## config.mk

```make
export PLATFORM = sky130hd
export DESIGN_NAME = id_ex_stage
export DESIGN_NICKNAME = d
export VERILOG_FILES = /design/src/rtl/core_pkg.sv /design/src/rtl/hazard_detect.sv /design/src/rtl/id_ex_stage.sv
export SDC_FILE = /design/constraint.sdc
export NUM_CORES = 1
export LEC_CHECK = 0
export ABC_AREA = 1
export CAP_MARGIN = 20
export CORE_ASPECT_RATIO = 0.8
export CORE_MARGIN = 1
export CORE_UTILIZATION = 44
export DETAILED_ROUTE_END_ITERATION = 16
export PLACE_DENSITY = 0.9
export REMOVE_ABC_BUFFERS = 1
export SYNTH_ARGS = -nofsm -noshare
export SYNTH_HDL_FRONTEND = slang
export SYNTH_SLANG_ARGS = --single-unit
```

## constraint.sdc

```tcl
create_clock -name clk_i -period 2.5 [get_ports clk_i]
set_clock_uncertainty 0.2 [all_clocks]
set_input_delay 0.25 -clock clk_i [delete_from_list [all_inputs] [get_ports clk_i]]
set_output_delay 0.25 -clock clk_i [all_outputs]
set_load 0.02 [all_outputs]
```

## src/rtl/core_pkg.sv

```systemverilog
// -----------------------------------------------------------------------------
// core_pkg
// Shared definitions for the 5-stage RV32 core pipeline registers.
//   - CTRL_W and bit positions of each field in the 8-bit control bundle
//     {Branch, MemtoReg, ALUOp[1:0], MemWrite, MemRead, ALUSrc, RegWrite}
//   - ALUOp encodings
//   - default data / register-index widths
//   - ctrl_t packed struct, laid out in the same bit order as the bundle
// -----------------------------------------------------------------------------
package core_pkg;

  localparam int CTRL_W         = 8;
  localparam int FUNCT_W        = 10;
  localparam int DATA_W_DEF     = 32;
  localparam int REG_ADDR_W_DEF = 5;

  // Bit positions inside the control bundle
  localparam int CTRL_REGWRITE = 0;
  localparam int CTRL_ALUSRC   = 1;
  localparam int CTRL_MEMREAD  = 2;
  localparam int CTRL_MEMWRITE = 3;
  localparam int CTRL_ALUOP_LO = 4;
  localparam int CTRL_ALUOP_HI = 5;
  localparam int CTRL_MEMTOREG = 6;
  localparam int CTRL_BRANCH   = 7;

  // ALUOp encodings
  localparam logic [1:0] ALUOP_ADD    = 2'b00;  // loads/stores, address add
  localparam logic [1:0] ALUOP_BRANCH = 2'b01;  // branch compare
  localparam logic [1:0] ALUOP_RTYPE  = 2'b10;  // decode from funct fields

  // MSB-first member order matches the bundle bit order above.
  typedef struct packed {
    logic       branch;
    logic       mem_to_reg;
    logic [1:0] alu_op;
    logic       mem_write;
    logic       mem_read;
    logic       alu_src;
    logic       reg_write;
  } ctrl_t;

endpackage

```

## src/rtl/hazard_detect.sv

```systemverilog
// -----------------------------------------------------------------------------
// hazard_detect
// Load-use hazard detector, purely combinational.
// A stall is needed when the instruction in EX is a real load writing a
// non-zero register that the instruction in ID reads as rs1 or rs2.
// Ports:
//   ex_valid_i     in   1           EX holds a real instruction
//   ex_mem_read_i  in   1           EX instruction is a load
//   ex_rd_i        in   REG_ADDR_W  EX destination register
//   id_rs1_i       in   REG_ADDR_W  ID source register 1
//   id_rs2_i       in   REG_ADDR_W  ID source register 2
//   stall_o        out  1           load-use hazard present
// -----------------------------------------------------------------------------
module hazard_detect #(
  parameter int REG_ADDR_W = 5
) (
  input  logic                  ex_valid_i,
  input  logic                  ex_mem_read_i,
  input  logic [REG_ADDR_W-1:0] ex_rd_i,
  input  logic [REG_ADDR_W-1:0] id_rs1_i,
  input  logic [REG_ADDR_W-1:0] id_rs2_i,
  output logic                  stall_o
);

  logic rd_nonzero;
  logic rd_match;

  // x0 is hard-wired to zero, so a load into x0 never produces a dependency.
  assign rd_nonzero = (ex_rd_i != '0);
  assign rd_match   = (ex_rd_i == id_rs1_i) || (ex_rd_i == id_rs2_i);
  assign stall_o    = ex_valid_i & ex_mem_read_i & rd_nonzero & rd_match;

endmodule

```

## src/rtl/id_ex_stage.sv

```systemverilog
// -----------------------------------------------------------------------------
// id_ex_stage
// ID/EX pipeline register with load-use hazard detection and a saturating
// bubble counter.
// Edge update priority: Hold (freeze everything) > Flush > load-use Stall >
// capture of the ID inputs. Flush and Stall both load a bubble (all fields
// zero, EX_Valid_o=0) and bump the counter once.
// EX_Valid_o semantics: 1 means the EX fields describe a real instruction;
// 0 means a bubble, and consumers must ignore every EX_* field.
// Ports:
//   clk_i, rst_i                 clock (rising), async active-low reset
//   Hold_i                       global freeze (data-cache miss)
//   Flush_i                      taken-branch flush
//   ID_*                         decode-stage control, data and reg fields
//   EX_*                         registered copies for the EX stage
//   EX_Valid_o                   real instruction (1) or bubble (0)
//   Stall_o                      load-use hazard, combinational
//   PCWrite_o, IFIDWrite_o       ~Stall_o
//   BubbleCnt_o                  saturating inserted-bubble count
// -----------------------------------------------------------------------------
module id_ex_stage
  import core_pkg::*;
#(
  parameter int DATA_W     = 32,
  parameter int REG_ADDR_W = 5,
  parameter int CNT_W      = 16
) (
  input  logic                  clk_i,
  input  logic                  rst_i,
  input  logic                  Hold_i,
  input  logic                  Flush_i,
  input  logic [7:0]            ID_Ctrl_i,
  input  logic [DATA_W-1:0]     ID_RS1data_i,
  input  logic [DATA_W-1:0]     ID_RS2data_i,
  input  logic [DATA_W-1:0]     ID_Imm_i,
  input  logic [DATA_W-1:0]     ID_PC_i,
  input  logic [9:0]            ID_Funct_i,
  input  logic [REG_ADDR_W-1:0] ID_RS1addr_i,
  input  logic [REG_ADDR_W-1:0] ID_RS2addr_i,
  input  logic [REG_ADDR_W-1:0] ID_RDaddr_i,
  output logic [7:0]            EX_Ctrl_o,
  output logic [DATA_W-1:0]     EX_RS1data_o,
  output logic [DATA_W-1:0]     EX_RS2data_o,
  output logic [DATA_W-1:0]     EX_Imm_o,
  output logic [DATA_W-1:0]     EX_PC_o,
  output logic [9:0]            EX_Funct_o,
  output logic [REG_ADDR_W-1:0] EX_RS1addr_o,
  output logic [REG_ADDR_W-1:0] EX_RS2addr_o,
  output logic [REG_ADDR_W-1:0] EX_RDaddr_o,
  output logic                  EX_Valid_o,
  output logic                  Stall_o,
  output logic                  PCWrite_o,
  output logic                  IFIDWrite_o,
  output logic [CNT_W-1:0]      BubbleCnt_o
);

  ctrl_t                 ctrl_q,   ctrl_d;
  logic [DATA_W-1:0]     rs1data_q, rs1data_d;
  logic [DATA_W-1:0]     rs2data_q, rs2data_d;
  logic [DATA_W-1:0]     imm_q,    imm_d;
  logic [DATA_W-1:0]     pc_q,     pc_d;
  logic [9:0]            funct_q,  funct_d;
  logic [REG_ADDR_W-1:0] rs1addr_q, rs1addr_d;
  logic [REG_ADDR_W-1:0] rs2addr_q, rs2addr_d;
  logic [REG_ADDR_W-1:0] rdaddr_q, rdaddr_d;
  logic                  valid_q,  valid_d;
  logic [CNT_W-1:0]      cnt_q,    cnt_d;

  logic stall;
  logic bubble;

  hazard_detect #(
    .REG_ADDR_W (REG_ADDR_W)
  ) u_hazard_detect (
    .ex_valid_i    (valid_q),
    .ex_mem_read_i (ctrl_q.mem_read),
    .ex_rd_i       (rdaddr_q),
    .id_rs1_i      (ID_RS1addr_i),
    .id_rs2_i      (ID_RS2addr_i),
    .stall_o       (stall)
  );

  // Flush and stall on the same edge collapse into one bubble.
  assign bubble = Flush_i | stall;

  always_comb begin
    ctrl_d    = ctrl_q;
    rs1data_d = rs1data_q;
    rs2data_d = rs2data_q;
    imm_d     = imm_q;
    pc_d      = pc_q;
    funct_d   = funct_q;
    rs1addr_d = rs1addr_q;
    rs2addr_d = rs2addr_q;
    rdaddr_d  = rdaddr_q;
    valid_d   = valid_q;
    cnt_d     = cnt_q;

    if (Hold_i) begin
      // Freeze: defaults already hold every register.
    end else if (bubble) begin
      // Control is zeroed here so a bubble can never write state even if
      // Control itself did not gate its outputs on the stall.
      ctrl_d    = '0;
      rs1data_d = '0;
      rs2data_d = '0;
      imm_d     = '0;
      pc_d      = '0;
      funct_d   = '0;
      rs1addr_d = '0;
      rs2addr_d = '0;
      rdaddr_d  = '0;
      valid_d   = 1'b0;
      if (cnt_q != {CNT_W{1'b1}}) begin
        cnt_d = cnt_q + {{(CNT_W-1){1'b0}}, 1'b1};
      end
    end else begin
      ctrl_d    = ctrl_t'(ID_Ctrl_i);
      rs1data_d = ID_RS1data_i;
      rs2data_d = ID_RS2data_i;
      imm_d     = ID_Imm_i;
      pc_d      = ID_PC_i;
      funct_d   = ID_Funct_i;
      rs1addr_d = ID_RS1addr_i;
      rs2addr_d = ID_RS2addr_i;
      rdaddr_d  = ID_RDaddr_i;
      valid_d   = 1'b1;
    end
  end

  always_ff @(posedge clk_i or negedge rst_i) begin
    if (!rst_i) begin
      ctrl_q    <= '0;
      rs1data_q <= '0;
      rs2data_q <= '0;
      imm_q     <= '0;
      pc_q      <= '0;
      funct_q   <= '0;
      rs1addr_q <= '0;
      rs2addr_q <= '0;
      rdaddr_q  <= '0;
      valid_q   <= 1'b0;
      cnt_q     <= '0;
    end else begin
      ctrl_q    <= ctrl_d;
      rs1data_q <= rs1data_d;
      rs2data_q <= rs2data_d;
      imm_q     <= imm_d;
      pc_q      <= pc_d;
      funct_q   <= funct_d;
      rs1addr_q <= rs1addr_d;
      rs2addr_q <= rs2addr_d;
      rdaddr_q  <= rdaddr_d;
      valid_q   <= valid_d;
      cnt_q     <= cnt_d;
    end
  end

  assign EX_Ctrl_o    = ctrl_q;
  assign EX_RS1data_o = rs1data_q;
  assign EX_RS2data_o = rs2data_q;
  assign EX_Imm_o     = imm_q;
  assign EX_PC_o      = pc_q;
  assign EX_Funct_o   = funct_q;
  assign EX_RS1addr_o = rs1addr_q;
  assign EX_RS2addr_o = rs2addr_q;
  assign EX_RDaddr_o  = rdaddr_q;
  assign EX_Valid_o   = valid_q;
  assign Stall_o      = stall;
  assign PCWrite_o    = ~stall;
  assign IFIDWrite_o  = ~stall;
  assign BubbleCnt_o  = cnt_q;

endmodule
```

---- Word level (Yosys, flattened, before mapping) ----
Index checks and enable logic that the tools add are counted.
word-level totals
  output and inout port bits .............. 181
  bits in registers ....................... 178
  input bits .............................. 165
  word-level logic and storage cells ...... 40
cells by class
  equal/unequal tests ..................... 3
  bitwise gates (word level) .............. 6
  $add $sub $neg .......................... 1
  reduce and logical (&&, ||, !) cells .... 3
  muxes and demuxes ....................... 10
operators with widths
  kind                   number
  $mux 32                4
  $add 16x1->16 const B  1
  $ne 16x16->1 const B   1
  $mux 5                 3
  $eq 5x5->1             2
  $mux 10                1
  $mux 8                 1
  $reduce_bool 5->1      1
  $and 1x1->1            3
  $reduce_and 3->1       1
  $not 1->1              2
  $logic_or 1x1->1       1
  $mux 1                 1
  $or 1x1->1             1

---- Logic depth before layout (Yosys ltp) ----
  depth after elaboration ................. 5
  gate-level depth with buffers ........... 13
  mapped depth without buffers ............ 11

---- Modules after synthesis ----
From an unflattened synthesis, not the netlist that was laid out.
second synthesis, totals
  cells, all modules ...................... 893
  area, all modules ....................... 7,517.2 µm²
modules (own cells, without submodules)
  module         instances  area an instance (µm²)  cells each  seq. area each (µm²)
  id_ex_stage    1          7,314.5                 848         4,454.3
  hazard_detect  1          202.7                   45          0.0

---- Worst setup path after synthesis ----
No wires, ideal clock.
  kind .................................... flip-flop to flip-flop
  from .................................... reg cnt_q[0] (netlist: BubbleCnt_o[0])
  to ...................................... reg cnt_q[2] (netlist: BubbleCnt_o[2])
  period minus slack after synthesis ...... 1.900 ns
  required time ........................... 2.182 ns
  data arrival time ....................... 1.582 ns
  cell stages (with the launch flop) ...... 8
  path buffers ............................ 1
  setup slack ............................. 0.600 ns
  library setup time ...................... 0.118 ns
  cell sequence ........................... dfrtp_1 > ha_1 > nand2_1 > nor2_1 > nand4_1 > clkbuf_1 > nand4_1 > nand2_1
between the ends
  cells in the longest elaborated chain, start to end .. 2
  elaborated cells between the ends (all ways) .. 3
  classes of those cells .................. add/sub (1); eq/ne (1); reduce/logical (1)
ends and longest elaborated chain
  element                                                                RTL line            source
  start, declared                                                        id_ex_stage.sv:67   logic [CNT_W-1:0] cnt_q, cnt_d;
  start signal, assigned                                                 id_ex_stage.sv:155  cnt_q <= cnt_d;
  parallel branches: the longest is 2 deep, another holds $add 16x1->16  --
Several ways; the timed one is not identified.
A chain may end at the register's enable or synchronous reset.

---- Worst setup path in the final report ----
  from .................................... reg rdaddr_q[1] (netlist: EX_RDaddr_o[1])
  to ...................................... out Stall_o
between the ends
  cells in the longest elaborated chain, start to end .. 3
  elaborated cells between the ends (all ways) .. 6
  classes of those cells .................. eq/ne (2); bitwise (2); reduce/logical (2)
ends and longest elaborated chain
  element                                          RTL line                                  source
  start, declared                                  id_ex_stage.sv:65                         logic [REG_ADDR_W-1:0] rdaddr_q, rdaddr_d;
  start signal, assigned                           id_ex_stage.sv:153                        rdaddr_q <= rdaddr_d;
  $reduce_bool 5->1 or $eq 5x5->1 (tied branches)  hazard_detect.sv:29, hazard_detect.sv:30
  $and 1x1->1 or $logic_or 1x1->1 (tied branches)  hazard_detect.sv:31, hazard_detect.sv:30
  $and 1x1->1 *                                    hazard_detect.sv:31                       assign stall_o = ex_valid_i & ex_mem_read_i & rd_nonzero & rd_match;
  end, declared                                    id_ex_stage.sv:51                         output logic Stall_o,
Every way passes the cells marked *; elsewhere a longest branch is shown, timed or not.

==> impl_metrics.json <==
{
  "drv_cap": 0,
  "synth_mux_area_frac": 0,
  "yosys.area_share.simple": 0.3098,
  "final_cell_mix": "nand2_1, clkdlybuf4s50_1, dfrtp_1, inv_1, nor2_1",
  "post-route-period-util": 0.9446,
  "rsz0062_at_grt": "false",
  "met3_usage": 0.06357,
  "syn_inst": 862,
  "fmax_mhz": 423.5,
  "setup_ws_ns": 0.1385,
  "vias": 6829,
  "ioPinCount": 346,
  "core_area_sq_um": 16010,
  "grt.met2_usage": 0.4545,
  "postCtsSetupBuffers": 0,
  "max_stage_delay_ns": 0.41,
  "max-vdd-ir-drop_uv": 431.6,
  "grt_max_degree": 158,
  "clk_path_buf_depth": 2,
  "rows": 41,
  "setup_viol": 0,
  "status": "complete, no violations",
  "synthAdderAreaFrac": 0.001716,
  "grt_first_pass_wirelength_um": 33670,
  "cp_common_cell": "nand2_1",
  "synth_top_family_by_area": "simple AND/OR/NAND/NOR gates",
  "ys_seq_elements": 178,
  "wl_um": 21990,
  "cts_buffers": 17,
  "path_buf_inv": 3,
  "whs_ns": 0.1440,
  "fill_cells": 1148,
  "syn_avg_cell_area_sq_um": 8.461,
  "cp_data_arrival_time_ns": 1.91,
  "multi_input_area_sq_um": 2426,
  "final_common_cell": "nand2_1",
  "port_buffers": 345,
  "synth-xor-area-share": 0.01201,
  "drc": 0,
  "ant_nets": 0,
  "via_per_inst": 4.782,
  "drive_gt1_frac": 0.04699,
  "yosys_warnings": 0,
  "wl_per_cell_um": 15.40,
  "p_leak_nw": 5.784,
  "final.min_clock_period_ns": 2.362,
  "path_cells": "inv_1 -> nand2_1 -> nand2_1 -> nor2_1 -> nand3_1 -> nand2_1 -> nand2_2 -> inv_1 -> dlygate4sd2_1",
  "synth_area_sq_um": 7293,
  "dpl.hpwl_um": 15700,
  "place_ws_ns": 0.04433,
  "cts.sinks": 178,
  "power.density_nw_per_um2": 653.6,
  "hp-class": "input port to asynchronous set/reset pin",
  "cts_tree": "built",
  "antenna_cells": 0,
  "dieArea_sq_um": 17100,
  "cp-end-kind": "output port",
  "slowest_stage": "dfrtp_2",
  "crit_type": "register to output port",
  "firstDrtPassIters": 5,
  "regArea_sq_um": 4457,
  "clk_pin_slew_worst_paths_ns": 0.07,
  "finalHoldViolations": 0,
  "grt_pass1_vias": 6515,
  "cp.required_ns": 2.05,
  "crit_family": "simple AND/OR/NAND/NOR gates",
  "gp_congestion": 0.8411,
  "h-tree-depth": 4,
  "die_h_um": 117.2,
  "critPathMaxFanout": 5,
  "worstSetupStartpointType": "register",
  "grt_overflow": 0,
  "synth-compound-area-share": 0.009092,
  "synth-seq-area-share": 0.6107,
  "area_growth_pct": 58.07,
  "finalMaxSlewViolations": 0,
  "worstMarginPinSlew_ns": 0.6900,
  "final_nets": 1366,
  "yosysUniqueCellTypes": 20,
  "insertion_delay_ns": 0.42,
  "fp.dieW_um": 145.9,
  "gr-max-usage-layer": "met2",
  "drtIter0Drc": 462,
  "clockRootBuffer": "clkbuf_16",
  "antenna_found_initial": 1,
  "grt_usage": 0.2575,
  "start_util": 0.4557,
  "max_slew_margin": 0.5400,
  "grt_use_met1": 0.3065
}
-- cell usage after synthesis (all sizes together) --
cell / count / share of area
nand2: 524 / 0.27
dfrtp: 178 / 0.61
inv: 38 / 0.020
clkbuf: 22 / 0.011
buf: 21 / 0.026
nand3: 19 / 0.014
nor2: 18 / 0.0093
nand4: 17 / 0.015
o21ai: 7 / 0.0048
xor2: 7 / 0.0084
o22ai: 5 / 0.0043
xnor2: 3 / 0.0036
and2: 1 / 0.00086
ha: 1 / 0.0017
nor3: 1 / 0.00069
-- layout make-up --
type	instances	area share
sequential	178	0.3866
clock inverter	13	0.01281
multi-input combinational	603	0.2104
timing repair buffer	362	0.3158
inverter	38	0.01259
clock buffer	19	0.03842
tap	215	0.02333
-- cells by family after synthesis --
family	count (synthesis)
xor+xnor	10
compound gates	12
fa+ha+maj	1
flops	178
buf+inv	81
simple gates	580
-- through the flow --
stage          utilization  total power, mW  cells  cell area [sq um]  setup TNS [ns]
2_1_floorplan            -            3.899    819               7023          -68.77
3_3_place_gp        0.6828            4.849   1395              10930               0
3_5_place_dp        0.6828            4.892   1395              10930               0
4_1_cts             0.7201            7.580   1428              11530               0
5_1_grt             0.7203            7.845   1428              11530               0
6_report            0.7203            7.536   1428              11530               0
-- where the power goes --
part	switching [mW]	internal [mW]	leakage, nW
Sequential	0.171	3.11	2.33
Combinational	0.787	0.772	3.17
Clock	1.17	1.52	0.288
Total	2.13	5.41	5.78
-- worst register-to-register path, delay by kind of cell (launching register included) --
kind                       cells  cell delay (ns)
buffers and inverters          1             0.20
DFF                            1             0.43
adders and majority gates      1             0.23
and+or+nand+nor                8             0.91
-- worst paths after layout --
| path | from | to | slack [ns] | depth (start not counted) |
|---|---|---|---|---|
| max | EX_RDaddr_o[1]$_DFFE_PN0N_ | Stall_o | 0.14 | 9 |
| min | rst_i | BubbleCnt_o[9]$_DFFE_PN0P_ | 0.14 | 2 |
| max reg2reg | BubbleCnt_o[0]$_DFFE_PN0P_ | BubbleCnt_o[8]$_DFFE_PN0P_ | 0.46 | 10 |
| min reg2reg | EX_Ctrl_o[5]$_DFFE_PN0N_ | EX_Ctrl_o[5]$_DFFE_PN0N_ | 0.28 | 2 |
| max in group asynchronous | rst_i | EX_RS2data_o[23]$_DFFE_PN0N_ | 1.22 | 3 |
| min in group clk_i | ID_RS1data_i[24] | EX_RS1data_o[24]$_DFFE_PN0N_ | 0.15 | 3 |
-- registers in the layout, summed over array words and instances, names as in the netlist, 8 cells and up --
signal	flops
EX_RS1data_o	32
BubbleCnt_o	16
EX_Imm_o	32
EX_PC_o	32
EX_Funct_o	10
EX_RS2data_o	32
EX_Ctrl_o	8
-- repair_timing --
| item | 4_1_cts | 5_1_grt |
|---|---|---|
| hold endpoints to repair | 81 | 0 |
| endpoints found under the setup margin | 3 | 1 |
| gates resized for setup | 3 | 2 |
| hold buffers | 1 | 0 |
-- routing by layer --
metal	up-vias	share of wire
met3	37	0.063
met2	269	0.52
met4	2	0.021
met5	-	0.00059
met1	3230	0.40
li1	3291	-
(Power assumes the default switching activity.)
